==> src/rtl/serial_paralelo_alineador_if.sv <==
// Serial link bundle between the serializer-side driver and the byte aligner.
// SERIAL_PARALELO_BYTE_CNT_EN adds the delivered-byte counter to the bundle.
interface serial_paralelo_alineador_if;
  logic        serial_in;
  logic [7:0]  data_out;
  logic        valid_out;
  logic        byte_strobe;
  logic        active;
  logic        idle_out;
`ifdef SERIAL_PARALELO_BYTE_CNT_EN
  logic [15:0] byte_cnt;
`endif

  modport master (
    output serial_in,
`ifdef SERIAL_PARALELO_BYTE_CNT_EN
    input  byte_cnt,
`endif
    input  data_out, valid_out, byte_strobe, active, idle_out
  );

  modport slave (
    input  serial_in,
`ifdef SERIAL_PARALELO_BYTE_CNT_EN
    output byte_cnt,
`endif
    output data_out, valid_out, byte_strobe, active, idle_out
  );
endinterface

==> src/rtl/serial_paralelo_alineador.sv <==
// RX deserializer: hunts for the COM comma at any bit offset, locks after BC_LOCK aligned commas,
// then emits one byte every 8 bit clocks. Optional byte counter: SERIAL_PARALELO_BYTE_CNT_EN.
module serial_paralelo_alineador #(
  parameter logic [7:0]  COM     = 8'hBC,
  parameter int unsigned BC_LOCK = 4
) (
  input  logic                          clk_32f,
  input  logic                          reset,
  serial_paralelo_alineador_if.slave    lnk
);

  typedef enum logic [1:0] {SEARCH, SYNC, LOCKED} state_t;

  localparam logic [3:0] LP_BC_LOCK = 4'(BC_LOCK);

  state_t      r_state,   w_state_nxt;
  logic [7:0]  r_sr;
  logic [2:0]  r_bit_cnt, w_bit_cnt_nxt;
  logic [3:0]  r_bc_cnt,  w_bc_cnt_nxt;
  logic [7:0]  r_data,    w_data_nxt;
  logic        r_valid,   w_valid_nxt;
  logic        r_strobe,  w_strobe_nxt;
  logic        r_active,  w_active_nxt;
  logic        r_idle,    w_idle_nxt;
`ifdef SERIAL_PARALELO_BYTE_CNT_EN
  logic [15:0] r_byte_cnt, w_byte_cnt_nxt;
`endif

  logic w_is_com;
  logic w_boundary;

  // Comparisons look at the byte completed by the previous edge, before this edge's shift.
  assign w_is_com   = (r_sr == COM);
  assign w_boundary = (r_bit_cnt == 3'd7) && (r_state != SEARCH);

  always_comb begin
    // NOTE: every signal driven here gets a default first, so no path leaves one unassigned and infers a latch.
    w_state_nxt   = r_state;
    w_bit_cnt_nxt = r_bit_cnt + 3'd1;
    w_bc_cnt_nxt  = r_bc_cnt;
    w_data_nxt    = r_data;
    w_valid_nxt   = r_valid;
    w_strobe_nxt  = 1'b0;
    w_active_nxt  = r_active;
    w_idle_nxt    = r_idle;
`ifdef SERIAL_PARALELO_BYTE_CNT_EN
    w_byte_cnt_nxt = r_byte_cnt;
`endif

    unique case (r_state)
      SEARCH: begin
        if (w_is_com) begin
          w_bit_cnt_nxt = 3'd0;
          w_bc_cnt_nxt  = 4'd1;
          if (LP_BC_LOCK == 4'd1) begin
            w_state_nxt  = LOCKED;
            w_active_nxt = 1'b1;
          end else begin
            w_state_nxt  = SYNC;
          end
        end
      end

      SYNC: begin
        if (w_boundary) begin
          if (w_is_com) begin
            if (r_bc_cnt + 4'd1 >= LP_BC_LOCK) begin
              w_bc_cnt_nxt = LP_BC_LOCK;
              w_state_nxt  = LOCKED;
              w_active_nxt = 1'b1;
            end else begin
              w_bc_cnt_nxt = r_bc_cnt + 4'd1;
            end
          end else begin
            w_bc_cnt_nxt = 4'd0;
            w_state_nxt  = SEARCH;
          end
        end
      end

      LOCKED: begin
        // Lock is sticky: misaligned or comma-straddling data is passed through untouched.
        if (w_boundary) begin
          w_data_nxt   = r_sr;
          w_strobe_nxt = 1'b1;
          w_valid_nxt  = !w_is_com;
          w_idle_nxt   = w_is_com;
`ifdef SERIAL_PARALELO_BYTE_CNT_EN
          if (!w_is_com) w_byte_cnt_nxt = r_byte_cnt + 16'd1;
`endif
        end
      end

      default: w_state_nxt = SEARCH;
    endcase
  end

  always_ff @(posedge clk_32f or negedge reset) begin
    if (!reset) begin
      r_state    <= SEARCH;
      r_sr       <= 8'h00;
      r_bit_cnt  <= 3'd0;
      r_bc_cnt   <= 4'd0;
      r_data     <= 8'h00;
      r_valid    <= 1'b0;
      r_strobe   <= 1'b0;
      r_active   <= 1'b0;
      r_idle     <= 1'b1;
`ifdef SERIAL_PARALELO_BYTE_CNT_EN
      r_byte_cnt <= 16'd0;
`endif
    end else begin
      // NOTE: non-blocking assignments so every register updates from pre-edge values.
      r_state    <= w_state_nxt;
      r_sr       <= {r_sr[6:0], lnk.serial_in};
      r_bit_cnt  <= w_bit_cnt_nxt;
      r_bc_cnt   <= w_bc_cnt_nxt;
      r_data     <= w_data_nxt;
      r_valid    <= w_valid_nxt;
      r_strobe   <= w_strobe_nxt;
      r_active   <= w_active_nxt;
      r_idle     <= w_idle_nxt;
`ifdef SERIAL_PARALELO_BYTE_CNT_EN
      r_byte_cnt <= w_byte_cnt_nxt;
`endif
    end
  end

  assign lnk.data_out    = r_data;
  assign lnk.valid_out   = r_valid;
  assign lnk.byte_strobe = r_strobe;
  assign lnk.active      = r_active;
  assign lnk.idle_out    = r_idle;
`ifdef SERIAL_PARALELO_BYTE_CNT_EN
  assign lnk.byte_cnt    = r_byte_cnt;
`endif

endmodule

==> src/flat_wrapper.sv <==
// flat-port wrapper written by rule: the top's interface ports become plain ports
module serial_paralelo_alineador_flat 
#(
  parameter logic [7:0]  COM     = 8'hBC,
  parameter int unsigned BC_LOCK = 4
)
  (clk_32f, reset, lnk_serial_in, lnk_data_out, lnk_valid_out, lnk_byte_strobe, lnk_active, lnk_idle_out);
  serial_paralelo_alineador_if lnk_i ();
  input  logic clk_32f;
  input  logic reset;
  input wire logic [$bits(lnk_i.serial_in)-1:0] lnk_serial_in;
  output wire logic [$bits(lnk_i.data_out)-1:0] lnk_data_out;
  output wire logic [$bits(lnk_i.valid_out)-1:0] lnk_valid_out;
  output wire logic [$bits(lnk_i.byte_strobe)-1:0] lnk_byte_strobe;
  output wire logic [$bits(lnk_i.active)-1:0] lnk_active;
  output wire logic [$bits(lnk_i.idle_out)-1:0] lnk_idle_out;
  assign lnk_i.serial_in = lnk_serial_in;
  assign lnk_data_out = lnk_i.data_out;
  assign lnk_valid_out = lnk_i.valid_out;
  assign lnk_byte_strobe = lnk_i.byte_strobe;
  assign lnk_active = lnk_i.active;
  assign lnk_idle_out = lnk_i.idle_out;
  serial_paralelo_alineador #(.COM(COM), .BC_LOCK(BC_LOCK)) u_core (.clk_32f(clk_32f), .reset(reset), .lnk(lnk_i));
endmodule
==> config.mk <==
export PLATFORM = sky130hd
export DESIGN_NAME = serial_paralelo_alineador_flat
export DESIGN_NICKNAME = d
export VERILOG_FILES = /design/src/rtl/serial_paralelo_alineador_if.sv /design/src/rtl/serial_paralelo_alineador.sv /design/src/flat_wrapper.sv
export SDC_FILE = /design/constraint.sdc
export NUM_CORES = 1
export LEC_CHECK = 0
export ABC_AREA = 1
export BUFFER_PORTS_ARGS = -buffer_cell sky130_fd_sc_hd__buf_2
export CAP_MARGIN = 20
export CELL_PAD_IN_SITES_DETAIL_PLACEMENT = 1
export CELL_PAD_IN_SITES_GLOBAL_PLACEMENT = 2
export CORE_ASPECT_RATIO = 0.7
export CORE_MARGIN = 2
export CORE_UTILIZATION = 35
export CTS_CLUSTER_DIAMETER = 30
export DETAILED_ROUTE_END_ITERATION = 8
export PLACE_DENSITY = 0.88
export SYNTH_ARGS = -nofsm -noshare
export SYNTH_HDL_FRONTEND = slang
export SYNTH_SLANG_ARGS = --single-unit
==> constraint.sdc <==
create_clock -name clk_32f -period 1.9 [get_ports clk_32f]
set_clock_uncertainty 0.2 [all_clocks]
set_input_delay 0.38 -clock clk_32f [delete_from_list [all_inputs] [get_ports clk_32f]]
set_output_delay 0.38 -clock clk_32f [all_outputs]
set_load 0.02 [all_outputs]
After elaboration in Yosys (flattened, before gate mapping)
Cells that the tools add are included.
{ "word_totals": {"output_inout_bits": 12, "word_cells": 43, "regBits": 29} }
{ "classes": {"reduce_logical": 9, "add_sub_neg": 2, "magnitude_cmp": 1, "bitwise_logic": 1, "n_eq_ne": 7, "muxes": 14} }
{ "ops": {"columns": ["operator", "n"], "rows": [
  ["$mux W4", 4],
  ["$eq A8 B8 Y1 const B", 1],
  ["$mux W2", 4],
  ["$pmux W4 S2", 1],
  ["$reduce_and A4 Y1", 2],
  ["$mux W3", 2],
  ["$pmux W2 S3", 1],
  ["$add A4 B1 Y4 const B", 1],
  ["$ge A4 B3 Y1 const B", 1],
  ["$ne A2 B1 Y1 const B", 2],
  ["$reduce_bool A2 Y1", 2],
  ["$add A3 B1 Y3 const B", 1],
  ["$eq A3 B3 Y1 const B", 1],
  ["$ne A3 B3 Y1 const B", 1],
  ["$reduce_and A3 Y1", 1],
  ["$eq A2 B1 Y1 const B", 1],
  ["$eq A2 B2 Y1 const B", 1],
  ["$logic_not A2 Y1", 1],
  ["$mux W1", 2],
  ["$reduce_and A2 Y1", 1],
  ["$logic_and A1 B1 Y1", 1],
  ["$logic_not A1 Y1", 1],
  ["$not A1 Y1", 1]
]} }

Logic depth before layout (Yosys ltp)
Gate-level depths: netlist of the first run.
{ "depth": {"depth_word": 6, "depth_mapped": 9, "ltp_nobuf": 9} }

Worst setup path after synthesis of the first run
OpenSTA, ideal clock, no wires.
{ "synth_path": {"path_kind": "reg-to-reg", "startpoint": "register u_core.r_bit_cnt[0]", "endpoint": "register u_core.r_bc_cnt[0]", "arrival_time_ps": 1259, "period_less_slack_ps": 1576, "stages_incl_launch_ff": 9, "required_time_ps": 1583, "path_buffers": 0, "slack_ps": 324, "path_cell_list": "dfrtp_1 > ha_1 > ha_1 > inv_1 > nand2_1 > nand3_2 > nand2_1 > o21ai_1 > inv_1"} }
{ "synth_between": {"elab_chain_len": 4} }
{ "synth_rtl": {"columns": ["item", "line_no", "rtl"], "rows": [
  ["start: declaration", "serial_paralelo_alineador.sv:18", "logic [2:0] r_bit_cnt, w_bit_cnt_nxt;"],
  ["start signal: assignment", "serial_paralelo_alineador.sv:116", "r_bit_cnt <= w_bit_cnt_nxt;"],
  ["$eq A3 B3 Y1", "serial_paralelo_alineador.sv:34", "assign w_boundary = (r_bit_cnt == 3'd7) && (r_state != SEARCH);"],
  ["$logic_and A1 B1 Y1", "serial_paralelo_alineador.sv:34", null],
  ["$ne A2 B1 Y1 (no line)", null, null],
  ["$reduce_and A3 Y1 (no line)", null, null],
  ["end signal: assignment", "serial_paralelo_alineador.sv:117", "r_bc_cnt <= w_bc_cnt_nxt;"],
  ["end: declaration", "serial_paralelo_alineador.sv:19", "logic [3:0] r_bc_cnt, w_bc_cnt_nxt;"]
]} }
Every way passes these cells.
A chain may end at the register's enable or synchronous reset.

Worst setup path after layout of the first run
Same ends and word-level chain as after synthesis.

==> metrics.md, run 1 <==
| Metric | Value |
|---|---|
| Worst setup SP type | register |
| Synth warnings | 0 |
| Largest net degree at the start of global routing | 30 |
| Core footprint | 0.00319 mm2 |
| Critical Path End Type | register |
| FF-to-FF setup slack | about 0.22 ns |
| Yosys cell types | 18 |
| DRC viols | 0 |
| Simple-Gate Fraction of Synth Area | 22.4% |
| DP HPWL | roughly 1700 um |
| Mux share of post-synthesis cell area | 0% |
| CTS tree | built |
| Final setup viols | 0 |
| Slowest stage delay, CP | 0.38 ns |
| Area Growth Syn to Fin | 18.0% |
| # diodes | 0 |
| Pleak | 0.762 nW |
| Largest family of logic cells by synthesized area | simple AND/OR/NAND/NOR gates |
| Initial antenna violation count | 0 |
| Placed cell area | approximately 0.0013 mm2 |
| Clock slew at reported path FFs | about 0.06 ns |
| Drt pass-1 iters | 4 |
| Die Wd | around 73 um |
| Post-route insts no fill | about 180 |
| CTS buffer count | 5 |
| Syn_nets | 127 |
| Total grt overflow | 0 |
| H-tree depth | 2 |
| Worst Slack Setup Final | 0.219 ns |
| Compound-Gate Fraction of Synth Area | under 10% |
| Crit path cell chain | ha_1 > ha_1 > inv_1 > nand2_1 > nand3_2 > nand2_1 > o21ai_1 > inv_1 |
| DRT iter0 DRCs | 27 |
| Clk_lat worst skew | 0.28 ns |
| Max_cap viols | 0 |
| Total GRT Usage | 14.2% |
| Port Buffers | 14 |
| Max Fclk | 595 MHz |
| Synth Register Bits | 29 |
| Min Clock Period, post-route | ~1.7 ns |
| Clock tree root buffer cell | clkbuf_8 |
| Final Hold Viols | 0 |
| Worst r2r src | u_core.r_bit_cnt[0] |
| Drt total wl | 2290 um |
| Total vias in the final route | 825 |
| Vias per cell | between 4 and 5 |
| Worst hold endpoint | u_core.r_sr[2] |
| Area share of fa/ha/maj cells after synthesis | 3.18% |
| HP Start | u_core.r_sr[1] |
| Reg-to-Reg End | u_core.r_bc_cnt[0] |
| Vias in the first global route | roughly 870 |
| Buf/Inv on CP | 2 |
| Fin Hold WS | 0.181 ns |
| GPL Wtd Cong | between 0.7 and 0.8 |
| Hold Path Cell Cnt | 0 |
| Global-route wire length before repair | slightly below 4000 um |
| Initial core utilization | a little under two fifths |
| Worst path arrival time | between 1.5 and 2 ns |
| Hold Path Class | reg2reg |
| Required time worst endpoint | roughly 1.9 ns |
| Syn Inst Count | 121 |
| Cell Area, Synth | ~0.0012 mm2 |
| Ports | 15 |
| Fillers | slightly below 400 |
| Status | finished, final reports clean |
| PwrDens | 963 mW/mm2 |
| Syn Area/Cell | around 9.8 um2 |
| # clock sinks | 29 |
| Dpl cells | about 170 |
| Max-slew violation count | 0 |
| Final instance area | roughly 0.0014 mm2 |
| Synth Area in XOR/XNOR | 0% |
| Die height | about 53 um |
| R2R cell count | 8 |
| Site row count | 17 |
| Final Cycle Share | between 80% and 90% |
| Layout cells sized above 1 | about 23% |
| RSZ-0062 raised after global routing | no |
| Slew margin rel. | about 57% |
| VDD IR-drop max | 0.513 mV |
| CP Max Fanout | 6 |
| Maximum buffer depth of the clock tree | 2 |
| Final net count | about 150 |
| Die ar. | 0.00386 mm2 |
| TNS Setup | 0 ns |
| Crit-path slowest cell | dfrtp_1 |
| Post-synthesis sequential area ratio | between 60% and 70% |
| Routed wire per std cell | roughly 13 um |
| Placement Setup Slack | 0.206 ns |
| Critical path's top delay family | adder cells |
| Crit path kind | reg2reg |
| Final ANT Viol Nets | 0 |
| Slew @ Worst Pin | between 0.6 and 0.7 ns |
[power breakdown]
part | total [mW] | switching (mW) | internal, mW
clock network | 0.495 | 0.209 | 0.286
logic | 0.161 | 0.107 | 0.0538
registers | 0.686 | 0.0246 | 0.662
[through the flow]
step	total power [mW]	utilization, %
CTS	1.37	43.7
global placement	0.838	40.4
detailed placement	0.861	40.4
floorplan	0.803	-
finish	1.34	43.7
global route	1.42	43.7
[layout by cell type (no fill, tap or decap)]
cell / instances
nand2_1: 42
dfrtp_1: 28
inv_1: 14
buf_2: 14
nand3_1: 6
clkbuf_8: 6
inv_2: 4
nor2_1: 4
o21ai_1: 4
nor2_2: 3
o21ai_2: 3
ha_1: 3
nand4_1: 2
o21bai_1: 2
dlygate4sd3_1: 2
nor2_8: 1
nand3_2: 1
o21a_1: 1
o21ai_0: 1
clkbuf_1: 1
dfstp_2: 1
[layer usage]
metal / GRT usage, % / wire length, um / vias to the layer above
li1: - / - / 416
met3: 5.38 / 97 / 5
met2: 21.3 / 1030 / 12
met4: 9.09 / 48 / 0
met5: 0 / 0 / -
met1: 17.0 / 1120 / 392
[kinds of logic after synthesis]
family,Yosys count
fa+ha+maj,3
flops,29
simple gates,59
compound gates,11
buf+inv,19
[what timing repair did]
item	in CTS	in global routing
hold endpoints to repair	29	0
setup buffers	0	0
gates resized for setup	0	0
hold buffers	2	0
[sequential cells by signal, indices dropped and copies added, names as in the netlist]
signal	cells
u_core.lnk.active	1
u_core.lnk.byte_strobe	1
u_core.lnk.data_out	8
u_core.lnk.idle_out	1
u_core.lnk.valid_out	1
u_core.r_bc_cnt	4
u_core.r_bit_cnt	3
u_core.r_sr	8
u_core.r_state	2
[cell type report]
class                   count  area (um2)  area share [%]
multi-input cells          73         375            26.9
flip-flops and latches     29         727            52.2
clock buffers               7        86.3            6.19
well taps                  38        47.5            3.41
repair buffers             16        90.1            6.46
inverters                  18        67.6            4.85
[cells in the mapped netlist]
library cell / number / share of area (%)
o21bai_1: 2 / 1.3
nor2_1: 4 / 1.3
o21a_1: 1 / 0.64
inv_1: 14 / 4.4
buf_6: 1 / 0.95
dfrtp_1: 28 / 59
nor2_2: 3 / 1.6
nand2_1: 42 / 13
dfstp_2: 1 / 2.2
nand4_1: 2 / 1.1
nor2_8: 1 / 1.7
ha_1: 3 / 3.2
nand3_2: 1 / 0.85
inv_2: 4 / 1.3
o21ai_0: 1 / 0.42
o21ai_1: 4 / 1.7
o21ai_2: 3 / 2.2
nand3_1: 6 / 2.5
[worst max-delay path by stage]
stage	slack, ns	to	startpoint	depth (start not counted)
floorplan	0.32	u_core.r_bc_cnt[0]	u_core.r_bit_cnt[0]	8
global placement	0.26	u_core.r_bc_cnt[0]	u_core.r_bit_cnt[0]	8
detailed placement	0.21	u_core.r_bc_cnt[0]	u_core.r_bit_cnt[0]	8
CTS	0.20	u_core.r_bc_cnt[0]	u_core.r_bit_cnt[0]	8
global route	0.08	u_core.r_bc_cnt[0]	u_core.r_bit_cnt[0]	8
finish	0.22	u_core.r_bc_cnt[0]	u_core.r_bit_cnt[0]	8
Power figures use the tool's default switching activity.
==> run 2: changes to the inputs <==
--- a/config.mk
+++ b/config.mk
@@ -8,14 +8,12 @@
 export ABC_AREA = 1
 export BUFFER_PORTS_ARGS = -buffer_cell sky130_fd_sc_hd__buf_2
 export CAP_MARGIN = 20
-export CELL_PAD_IN_SITES_DETAIL_PLACEMENT = 1
-export CELL_PAD_IN_SITES_GLOBAL_PLACEMENT = 2
 export CORE_ASPECT_RATIO = 0.7
 export CORE_MARGIN = 2
-export CORE_UTILIZATION = 35
+export CORE_UTILIZATION = 36
 export CTS_CLUSTER_DIAMETER = 30
 export DETAILED_ROUTE_END_ITERATION = 8
-export PLACE_DENSITY = 0.88
+export PLACE_DENSITY = 0.65
 export SYNTH_ARGS = -nofsm -noshare
 export SYNTH_HDL_FRONTEND = slang
 export SYNTH_SLANG_ARGS = --single-unit
==> constraint.sdc (replaced) <==
create_clock -name clk_32f -period 2 [get_ports clk_32f]
set_clock_uncertainty 0.2 [all_clocks]
set_input_delay 0.4 -clock clk_32f [delete_from_list [all_inputs] [get_ports clk_32f]]
set_output_delay 0.4 -clock clk_32f [all_outputs]
set_load 0.02 [all_outputs]
==> metrics.md, run 2 (synthesis results as in run 1) <==
| Metric | Value |
|---|---|
| Status | finished, final reports clean |
| Total GRT Usage | 12.3% |
| Cells resized by post-CTS repair | 0 |
| CTS buffer count | 5 |
| GPL Wtd Cong | ~0.70 |
| Worst Setup SP | u_core.r_bit_cnt[0] |
| Port Buffers | 14 |
| Site row count | 17 |
| Worst Slack Setup Final | 0.286 ns |
| Final Hold Viols | 0 |
| Final setup viols | 0 |
| H-tree depth | 2 |
| Area Growth Syn to Fin | 16.6% |
| Commonest cells after routing, fill and taps aside | nand2_1 (42), dfrtp_1 (28), inv_1 (14), buf_2 (14), nand3_1 (6) |
| Min Clock Period, post-route | 1.71 ns |
| Drt total wl | roughly 2000 um |
| Die Wd | just over 70 um |
| CTS tree | built |
| Required time worst endpoint | between 1.5 and 2 ns |
| Vias per cell | about 4.6 |
| Final Cycle Share | between 80% and 90% |
| Vias in the first global route | 713 |
| Routed wire per std cell | roughly 11 um |
| Clk_lat worst skew | 0.28 ns |
| Slew margin rel. | between 50 and 60% |
| CTS Hold Bufs | 1 |
| PwrDens | 909 mW/mm2 |
| Initial antenna violation count | 0 |
| Max Fclk | 583 MHz |
| RSZ-0062 raised after global routing | no |
| VDD IR-drop max | between 0.4 and 0.5 mV |
| Core footprint | between 0.003 and 0.004 mm2 |
| # diodes | 0 |
| Critical Path End Type | register |
| Drt pass-1 iters | 4 |
| Final net count | 148 |
| Global-route wire length before repair | 3260 um |
| DRT iter0 DRCs | between 50 and 60 |
| Slew @ Worst Pin | roughly 0.63 ns |
| Clock tree root buffer cell | clkbuf_8 |
| Max-slew violation count | 0 |
| Ports | 15 |
| Worst path arrival time | 1.68 ns |
| Most common cell after layout, fill and taps aside | nand2_1 |
| Maximum buffer depth of the clock tree | 2 |
| TNS Setup | 0 ns |
| HP Start | lnk_serial_in |
| Total grt overflow | 0 |
| Die ar. | about 0.0038 mm2 |
| Max_cap viols | 0 |
| DRC viols | 0 |
| Total vias in the final route | 827 |
| Largest net degree at the start of global routing | 30 |
| Die height | 51.9 um |
| Worst r2r src | u_core.r_bit_cnt[0] |
| Clock slew at reported path FFs | 0.06 ns |
| Post-CTS setup buffers | 0 |
| Pleak | 0.753 nW |
| Layout cells sized above 1 | between 20% and 30% |
| Post-route insts no fill | between 150 and 200 |
| Worst setup SP type | register |
| Hold Path Class | in2reg |
| Placement Setup Slack | ~0.3 ns |
| # clock sinks | 29 |
| Final ANT Viol Nets | 0 |
| Dpl cells | around 170 |
| Fin Hold WS | approximately 0.030 ns |
| Initial core utilization | 37.5% |
| DP HPWL | between 1000 and 1500 um |
| Fillers | about 320 |
| CP Max Fanout | 6 |
| Crit path kind | reg2reg |
run 2: worst paths after layout:
| path | endpoint | slack [ns] | cells after the start |
|---|---|---|---|
| min in group asynchronous | u_core.lnk.data_out[3] | 0.47 | 2 |
| worst min-delay path | u_core.r_sr[0] | 0.03 | 1 |
| worst max-delay path | u_core.r_bc_cnt[0] | 0.29 | 8 |
| worst max register to register | u_core.r_bc_cnt[0] | 0.29 | 8 |
| max in group asynchronous | u_core.lnk.data_out[5] | 0.71 | 2 |
| worst min register to register | u_core.r_sr[2] | 0.17 | 0 |
run 2: power by group:
group	internal [mW]	leakage (nW)	total, mW	switching, mW
sequential	0.629	0.370	0.654	0.0251
clock	0.246	0.0395	0.452	0.205
combinational	0.0503	0.343	0.147	0.0963
total	0.925	0.753	1.25	0.327
run 2: metrics by stage:
stage | area, um2 | power [mW] | utilization, %
floorplan | 1180 | 0.763 | -
global placement | 1290 | 0.794 | 40.9
detailed placement | 1290 | 0.805 | 40.9
CTS | 1380 | 1.27 | 43.8
global route | 1380 | 1.32 | 43.8
finish | 1380 | 1.25 | 43.8
run 2: critical path, cell delays in order (launching register included):
cell,delay [ns]
dfrtp_1,0.39
ha_1,0.21
ha_1,0.21
inv_1,0.18
nand2_1,0.11
nand3_2,0.14
nand2_1,0.06
o21ai_1,0.07
inv_1,0.05
run 2: layout make-up:
cell class | count | area [um2] | area share (%)
flip-flops and latches | 29 | 727 | 52.8
multi-input cells | 73 | 375 | 27.2
clock buffers | 8 | 80.1 | 5.81
repair buffers | 15 | 80.1 | 5.81
inverters | 18 | 67.6 | 4.90
well taps | 38 | 47.5 | 3.45
run 2: metal layers:
layer,track usage (%),share of wire [%]
met5,0,0
met4,9.26,2.2
met1,15.1,49
met2,17.3,44
met3,5.23,4.7
